**src/rtl/mgmt_wb_pkg.sv**
```systemverilog
// rtl/mgmt_wb_pkg.sv - shared management Wishbone types and constants
package mgmt_wb_pkg;

    typedef enum logic [1:0] {
        ST_IDLE = 2'd0,
        ST_REQ  = 2'd1,
        ST_RESP = 2'd2
    } wb_state_e;

    localparam logic [31:0] DEFAULT_ERR_DATA = 32'hDEAD_BEEF;

endpackage

```
**src/rtl/mprj_wb_timeout_bridge.sv**
```systemverilog
// rtl/mprj_wb_timeout_bridge.sv - registered mgmt-to-user Wishbone bridge with ack timeout
module mprj_wb_timeout_bridge
    import mgmt_wb_pkg::*;
#(
    parameter int          TIMEOUT_CYCLES = 255,
    parameter int          TCNT_W         = 8,
    parameter logic [31:0] ERR_DATA       = DEFAULT_ERR_DATA
) (
    input  logic              core_clk,
    input  logic              core_rst,
    input  logic              m_cyc_i,
    input  logic              m_stb_i,
    input  logic              m_we_i,
    input  logic [3:0]        m_sel_i,
    input  logic [31:0]       m_adr_i,
    input  logic [31:0]       m_dat_i,
    output logic              m_ack_o,
    output logic [31:0]       m_dat_o,
    input  logic              wb_iena_i,
    output logic              u_cyc_o,
    output logic              u_stb_o,
    output logic              u_we_o,
    output logic [3:0]        u_sel_o,
    output logic [31:0]       u_adr_o,
    output logic [31:0]       u_dat_o,
    input  logic              u_ack_i,
    input  logic [31:0]       u_dat_i,
    input  logic              tmo_clr_i,
    output logic              tmo_flag_o,
    output logic [TCNT_W-1:0] tmo_cnt_o
);

    localparam int                WCNT_W    = $clog2(TIMEOUT_CYCLES + 1);
    localparam logic [WCNT_W-1:0] WCNT_LAST = WCNT_W'(TIMEOUT_CYCLES - 1);

    wb_state_e         state;
    logic [WCNT_W-1:0] wait_cnt;
    logic              ack_ok;
    logic              expired;
    logic              tmo_set;

    // An abort (m_cyc_i low) outranks both the ack and the timeout.
    always_comb begin
        ack_ok  = u_ack_i & wb_iena_i;
        expired = (wait_cnt == WCNT_LAST);
        tmo_set = (state == ST_REQ) && m_cyc_i && !ack_ok && expired;
    end

    always_ff @(posedge core_clk) begin
        if (core_rst) begin
            state      <= ST_IDLE;
            wait_cnt   <= '0;
            m_ack_o    <= 1'b0;
            m_dat_o    <= '0;
            u_cyc_o    <= 1'b0;
            u_stb_o    <= 1'b0;
            u_we_o     <= 1'b0;
            u_sel_o    <= '0;
            u_adr_o    <= '0;
            u_dat_o    <= '0;
            tmo_flag_o <= 1'b0;
            tmo_cnt_o  <= '0;
        end else begin
            m_ack_o <= 1'b0;
            case (state)
                ST_IDLE: begin
                    if (m_cyc_i && m_stb_i) begin
                        u_we_o   <= m_we_i;
                        u_sel_o  <= m_sel_i;
                        u_adr_o  <= m_adr_i;
                        u_dat_o  <= m_dat_i;
                        u_cyc_o  <= 1'b1;
                        u_stb_o  <= 1'b1;
                        wait_cnt <= '0;
                        state    <= ST_REQ;
                    end
                end
                ST_REQ: begin
                    if (!m_cyc_i) begin
                        u_cyc_o <= 1'b0;
                        u_stb_o <= 1'b0;
                        state   <= ST_IDLE;
                    end else if (ack_ok) begin
                        if (!u_we_o) begin
                            m_dat_o <= u_dat_i;
                        end
                        m_ack_o <= 1'b1;
                        u_cyc_o <= 1'b0;
                        u_stb_o <= 1'b0;
                        state   <= ST_RESP;
                    end else if (expired) begin
                        m_dat_o <= ERR_DATA;
                        m_ack_o <= 1'b1;
                        u_cyc_o <= 1'b0;
                        u_stb_o <= 1'b0;
                        state   <= ST_RESP;
                    end else begin
                        wait_cnt <= wait_cnt + 1'b1;
                    end
                end
                ST_RESP: begin
                    // The master still shows stb here; the return to IDLE skips it.
                    state <= ST_IDLE;
                end
                default: begin
                    state <= ST_IDLE;
                end
            endcase

            if (tmo_set) begin
                tmo_flag_o <= 1'b1;
            end else if (tmo_clr_i) begin
                tmo_flag_o <= 1'b0;
            end

            if (tmo_set && (tmo_cnt_o != {TCNT_W{1'b1}})) begin
                tmo_cnt_o <= tmo_cnt_o + 1'b1;
            end
        end
    end

endmodule

```
**config.mk**
```make
export PLATFORM = sky130hd
export DESIGN_NAME = mprj_wb_timeout_bridge
export DESIGN_NICKNAME = d
export VERILOG_FILES = /design/src/rtl/mgmt_wb_pkg.sv /design/src/rtl/mprj_wb_timeout_bridge.sv
export SDC_FILE = /design/constraint.sdc
export NUM_CORES = 1
export LEC_CHECK = 0
export ABC_AREA = 1
export CORE_ASPECT_RATIO = 1.2
export CORE_MARGIN = 5
export CORE_UTILIZATION = 50
export CTS_CLUSTER_DIAMETER = 150
export CTS_CLUSTER_SIZE = 12
export DETAILED_ROUTE_END_ITERATION = 7
export DONT_BUFFER_PORTS = 1
export PLACE_DENSITY_LB_ADDON = 0.2
export SLEW_MARGIN = 20
export SYNTH_ARGS = -nofsm -noshare
export SYNTH_HDL_FRONTEND = slang
export SYNTH_SLANG_ARGS = --single-unit
```
**constraint.sdc**
```tcl
create_clock -name core_clk -period 1.6 [get_ports core_clk]
set_clock_uncertainty 0.05 [all_clocks]
set_input_delay 0.08 -clock core_clk [delete_from_list [all_inputs] [get_ports core_clk]]
set_output_delay 0.08 -clock core_clk [all_outputs]
set_load 0.05 [all_outputs]
```
---- Yosys cells after proc, flatten, opt, wreduce, memory -nomap -nowiden ----
Cells that the tools add are included.
cells by class
  add/sub/neg operators ................... 2
  equal/unequal tests ..................... 9
  muxes and demuxes ....................... 22
  bitwise gates (word level) .............. 3
  reductions and logical operators ........ 16
operators with widths
  cell                   count
  $mux W32               3
  $mux W8                4
  $add A8 B1 Y8 const B  2
  $pmux W8 S2            1
  $ne A2 B2 Y1 const B   5
  $eq A8 B8 Y1 const B   1
  $mux W1                8
  $mux W2                4
  $ne A8 B8 Y1 const B   1
  $reduce_bool A2 Y1     3
  $logic_and A1 B1 Y1    5
  $reduce_and A5 Y1      1
  $ne A4 B4 Y1 const B   1
  $pmux W2 S2            1
  $reduce_and A2 Y1      2
  $reduce_and A4 Y1      1
  $reduce_and A3 Y1      1
  $reduce_or A3 Y1       1
  $eq A2 B1 Y1 const B   1
  $logic_not A2 Y1       1
  $not A1 Y1             2
  $pmux W1 S2            1
  $and A1 B1 Y1          1
  $logic_not A1 Y1       1
word-level totals
  register bits ........................... 122
  input port bits ......................... 108
  output and inout bits ................... 113
  word-level logic and storage cells ...... 63

---- Longest topological paths before layout ----
  word-level depth ........................ 5
  mapped depth ............................ 10
  gate-level depth less buffers ........... 10

---- Worst setup path before layout ----
No wires, ideal clock.
  path kind ............................... reg2reg
  from .................................... reg tmo_cnt_o[0]
  to ...................................... reg tmo_cnt_o[7]
  library setup time ...................... 0.070 ns
  data arrival time ....................... 1.680 ns
  path slack .............................. -0.200 ns
  stages on the path, launching flop included .. 8
  period minus slack after synthesis ...... 1.800 ns
  cell sequence ........................... dfxtp_1 > ha_1 > nand2_1 > inv_1 > nand4_4 > nand2_2 > nand2_1 > a21oi_1
on the way
  cells in the longest elaborated chain, start to end .. 2
  elaborated cells on any way between the ends .. 3
  those cells by class .................... 1 x add/sub; 1 x eq/ne; 1 x reduce/logical
ends and longest elaborated chain
  element                                                                line                           text
  start: declaration                                                     mprj_wb_timeout_bridge.sv:30   output logic [TCNT_W-1:0] tmo_cnt_o
  start signal: assignment                                               mprj_wb_timeout_bridge.sv:117  tmo_cnt_o <= tmo_cnt_o + 1'b1;
  parallel branches: the longest is 2 deep, another holds $add A8 B1 Y8  -
Parallel ways; which one is timed is not known.
A chain may end at the register's enable or synchronous reset.

---- Final worst setup path ----
  from .................................... reg wait_cnt[0]
  to ...................................... reg m_dat_o[11]
on the way
  cells in the longest elaborated chain, start to end .. 3
ends and longest elaborated chain
  element                              line                          text
  start: declaration                   mprj_wb_timeout_bridge.sv:37  logic [WCNT_W-1:0] wait_cnt;
  start signal: assignment             mprj_wb_timeout_bridge.sv:98  wait_cnt <= wait_cnt + 1'b1;
  $eq A8 B8 Y1                         mprj_wb_timeout_bridge.sv:45  expired = (wait_cnt == WCNT_LAST);
  $reduce_bool A2 Y1 (no source line)  -
  $reduce_and A4 Y1 (no source line)   -
  end signal: assignment               mprj_wb_timeout_bridge.sv:85  m_dat_o <= u_dat_i;
  end: declaration                     mprj_wb_timeout_bridge.sv:18  output logic [31:0] m_dat_o,
No other way between the ends.

==> results.toml <==
[route]
wl_per_cell_um = 17.1
sum_of_routed_wire_length_over_all_layers_um = 16200
dr_total_vias = 5034
drt-initial-drc-count = 283
number_of_vias_per_cell = 5.33
drc = 0
drt_pass1_iterations = 5
postRouteAntennaNets = 0

[clock_network]
clk_pin_slew_worst_paths_ns = 0.06
cts.hold.buffers_added = 98
cts_tree = "built"
cts_made_buffers = 17
clock_root_cell = "clkbuf_8"
clock_latency_at_the_later_pin_of_the_worst_skew_pair_ns = 0.51
clock_tree.buffer_depth = 2
htree_num_levels = 4
clock-sinks = 122

[global_routing]
global_route.usage.total_pct = 28.5
antenna_found_initial = 0
grt_first_pass_wirelength_um = 26100
largest_net_degree_at_the_start_of_global_routing = 68
first_global_vias = 5164
grt_overflow = 0

[worst_setup_path]
timing.critical_path.arrival_ns = 1.89
worstSetupPathType = "reg2reg"
worst_ep_required_time_ns = 1.94
worst_setup_path_end_kind = "register"
cp_max_fo = 24
worst_setup_path_start_kind = "register"

[timing]
worst_slew_margin_rel_pct = 65.4
finalHoldWorstSlack_ns = -0.423
setup_violations = 0
rsz0062_at_grt = "false"
period_needed_ns = 1.55
tightest_slew_ns = 0.518
fin_tns_setup_ns = 0
max_slew_violation_total_from_the_final_report = 0
post-route-worst-setup-slack_ns = 0.0537
final_count_of_hold_timing_violations = 23
max_freq_mhz = 647
period_share_pct = 96.6

[placement]
pre_cts_slack_ns = 0.0325
dp.cells = 813
final_weighted_congestion_of_routability_driven_global_placement = 0.831
port_buffers = 0
dp_hpwl_um = 9400
dpl_cell_area_um2 = 5620

[run_status]
failed_checks = "hold timing"
status = "finished, violations left"

[finish]
layout.cell_area.non_filler_um2 = 7210
drive_above_1_share_pct = 22.1
area.growth.synth_to_final_pct = 54.0
layout.nets = 925
final-instance-count-excl-fill = 945
final_core_utilization_pct = 79.4

[run]
max_cap_violations = 0

[logic_synthesis]
postSynthNetCount = 719
syn_inst = 608
mappedNetlistArea_um2 = 4680
synth.cells.most_frequent = "183 x nor2_1, 122 x dfxtp_1, 78 x o21ai_0"
post-synth-top-count-cell = "nor2_1"
synthTopCellsByArea = "dfxtp_1 52%, nor2_1 15%, o21ai_0 8.3%"
post_synth.cell_area_avg_um2 = 7.70
synthesis_stage_register_bit_count = 122
post-synth-top-area-fraction_pct = 52.2
dominantRegCellSynth = "dfxtp_1"
netlist.top_cell.by_area = "dfxtp_1"
ys_async_rst_share_pct = 0
proportion_of_synthesized_chip_area_in_sequential_cells_pct = 52.2
yosysWarningCount = 0
yosysUniqueCellTypes = 27
synth-edff-count = 0

[die]
die_x_um = 98.3
num_rows = 38
dieArea_um2 = 11400
start_util_pct = 51.5
io-pin-count = 221
coreArea_um2 = 9080
chipHeight_um = 116

[power]
total_power_mw = 8.20
power_per_cell_area_nw_per_um2 = 1140
peakVddDrop_uv = 1030
power.static_leakage_nw = 3.13

[worst_hold_path]
worst_min_path_class = "in2reg"
-- placed cells by master, fill, tap and decap left out, drive strengths merged --
| cell | instances |
|---|---|
| nand3b | 4 |
| nand3 | 19 |
| nor2 | 186 |
| clkbuf | 21 |
| o21bai | 1 |
| clkinv | 3 |
| clkinvlp | 3 |
| ha | 3 |
| xor2 | 3 |
| o21ai | 98 |
| nand4 | 1 |
| bufinv | 2 |
| nand2 | 67 |
| dfxtp | 122 |
| diode | 1 |
| a21oi | 48 |
| buf | 122 |
| dlygate4sd3 | 98 |
| inv | 21 |
| nor3b | 2 |
-- cell type report --
| class | instances | area, µm² |
|---|---|---|
| Inverter | 21 | 78.8 |
| Timing Repair Buffer | 220 | 1940 |
| Sequential cell | 122 | 2450 |
| Multi-Input combinational cell | 432 | 2040 |
| Antenna cell | 1 | 2.50 |
| Tap cell | 120 | 150 |
| Clock inverter | 8 | 97.6 |
| Fill cell | 526 | 1870 |
| Clock buffer | 21 | 449 |
-- path summary, 6_finish.rpt --
| check | startpoint | endpoint | slack, ns | depth (start not counted) |
|---|---|---|---|---|
| setup / recovery | wait_cnt[0] | m_dat_o[11] | 0.05 | 9 |
| hold / removal | core_rst | tmo_cnt_o[5] | -0.42 | 1 |
| setup reg to reg | wait_cnt[0] | m_dat_o[11] | 0.05 | 9 |
| hold reg to reg | m_dat_o[22] | m_dat_o[22] | 0.42 | 2 |
-- metal layers --
layer	up-vias	share of wire [%]	track usage (%)	wire length, µm
met5	-	0	0	0
met2	280	51	49.3	8230
li1	2382	-	-	-
met1	2301	35	29.9	5620
met4	0	4.7	15.4	758
met3	71	9.8	11.0	1580
-- state kept, by name, summed over array words and instances, names as in the netlist --
| signal | cells |
|---|---|
| m_ack_o | 1 |
| m_dat_o | 32 |
| state | 2 |
| tmo_cnt_o | 8 |
| tmo_flag_o | 1 |
| u_adr_o | 32 |
| u_dat_o | 32 |
| u_sel_o | 4 |
| u_stb_o | 1 |
| u_we_o | 1 |
| wait_cnt | 8 |
-- kinds of logic after synthesis --
| group | Yosys count | share of synthesized area, % |
|---|---|---|
| AOI/OAI and AO/OA | 147 | 16.0 |
| xor gates and xnor gates | 3 | 0.561 |
| adders and majority gates | 3 | 0.802 |
| buffers and inverters | 55 | 5.05 |
| DFF | 122 | 52.2 |
| and+or+nand+nor | 278 | 25.4 |
-- report_power, final --
group | leakage, nW | total, mW | switching, mW | internal (mW)
combinational | 1.87 | 1.39 | 0.914 | 0.473
clock | 0.262 | 3.57 | 1.31 | 2.26
sequential | 1.00 | 3.24 | 0.0587 | 3.18
-- critical path: stages (launching register included) --
cell and delay (ns):
dfxtp_2 0.35, inv_1 0.07, ha_1 0.20, inv_2 0.06, nor2_4 0.04, nand2_4 0.12
nand2_4 0.08, buf_12 0.16, a21oi_1 0.18, nor2_1 0.10
-- timing repair --
item	CTS	global route
hold endpoints to repair	122	23
setup buffers	0	3
resized for setup	0	10
setup endpoints to repair	0	51
(Power assumes the default switching activity.)
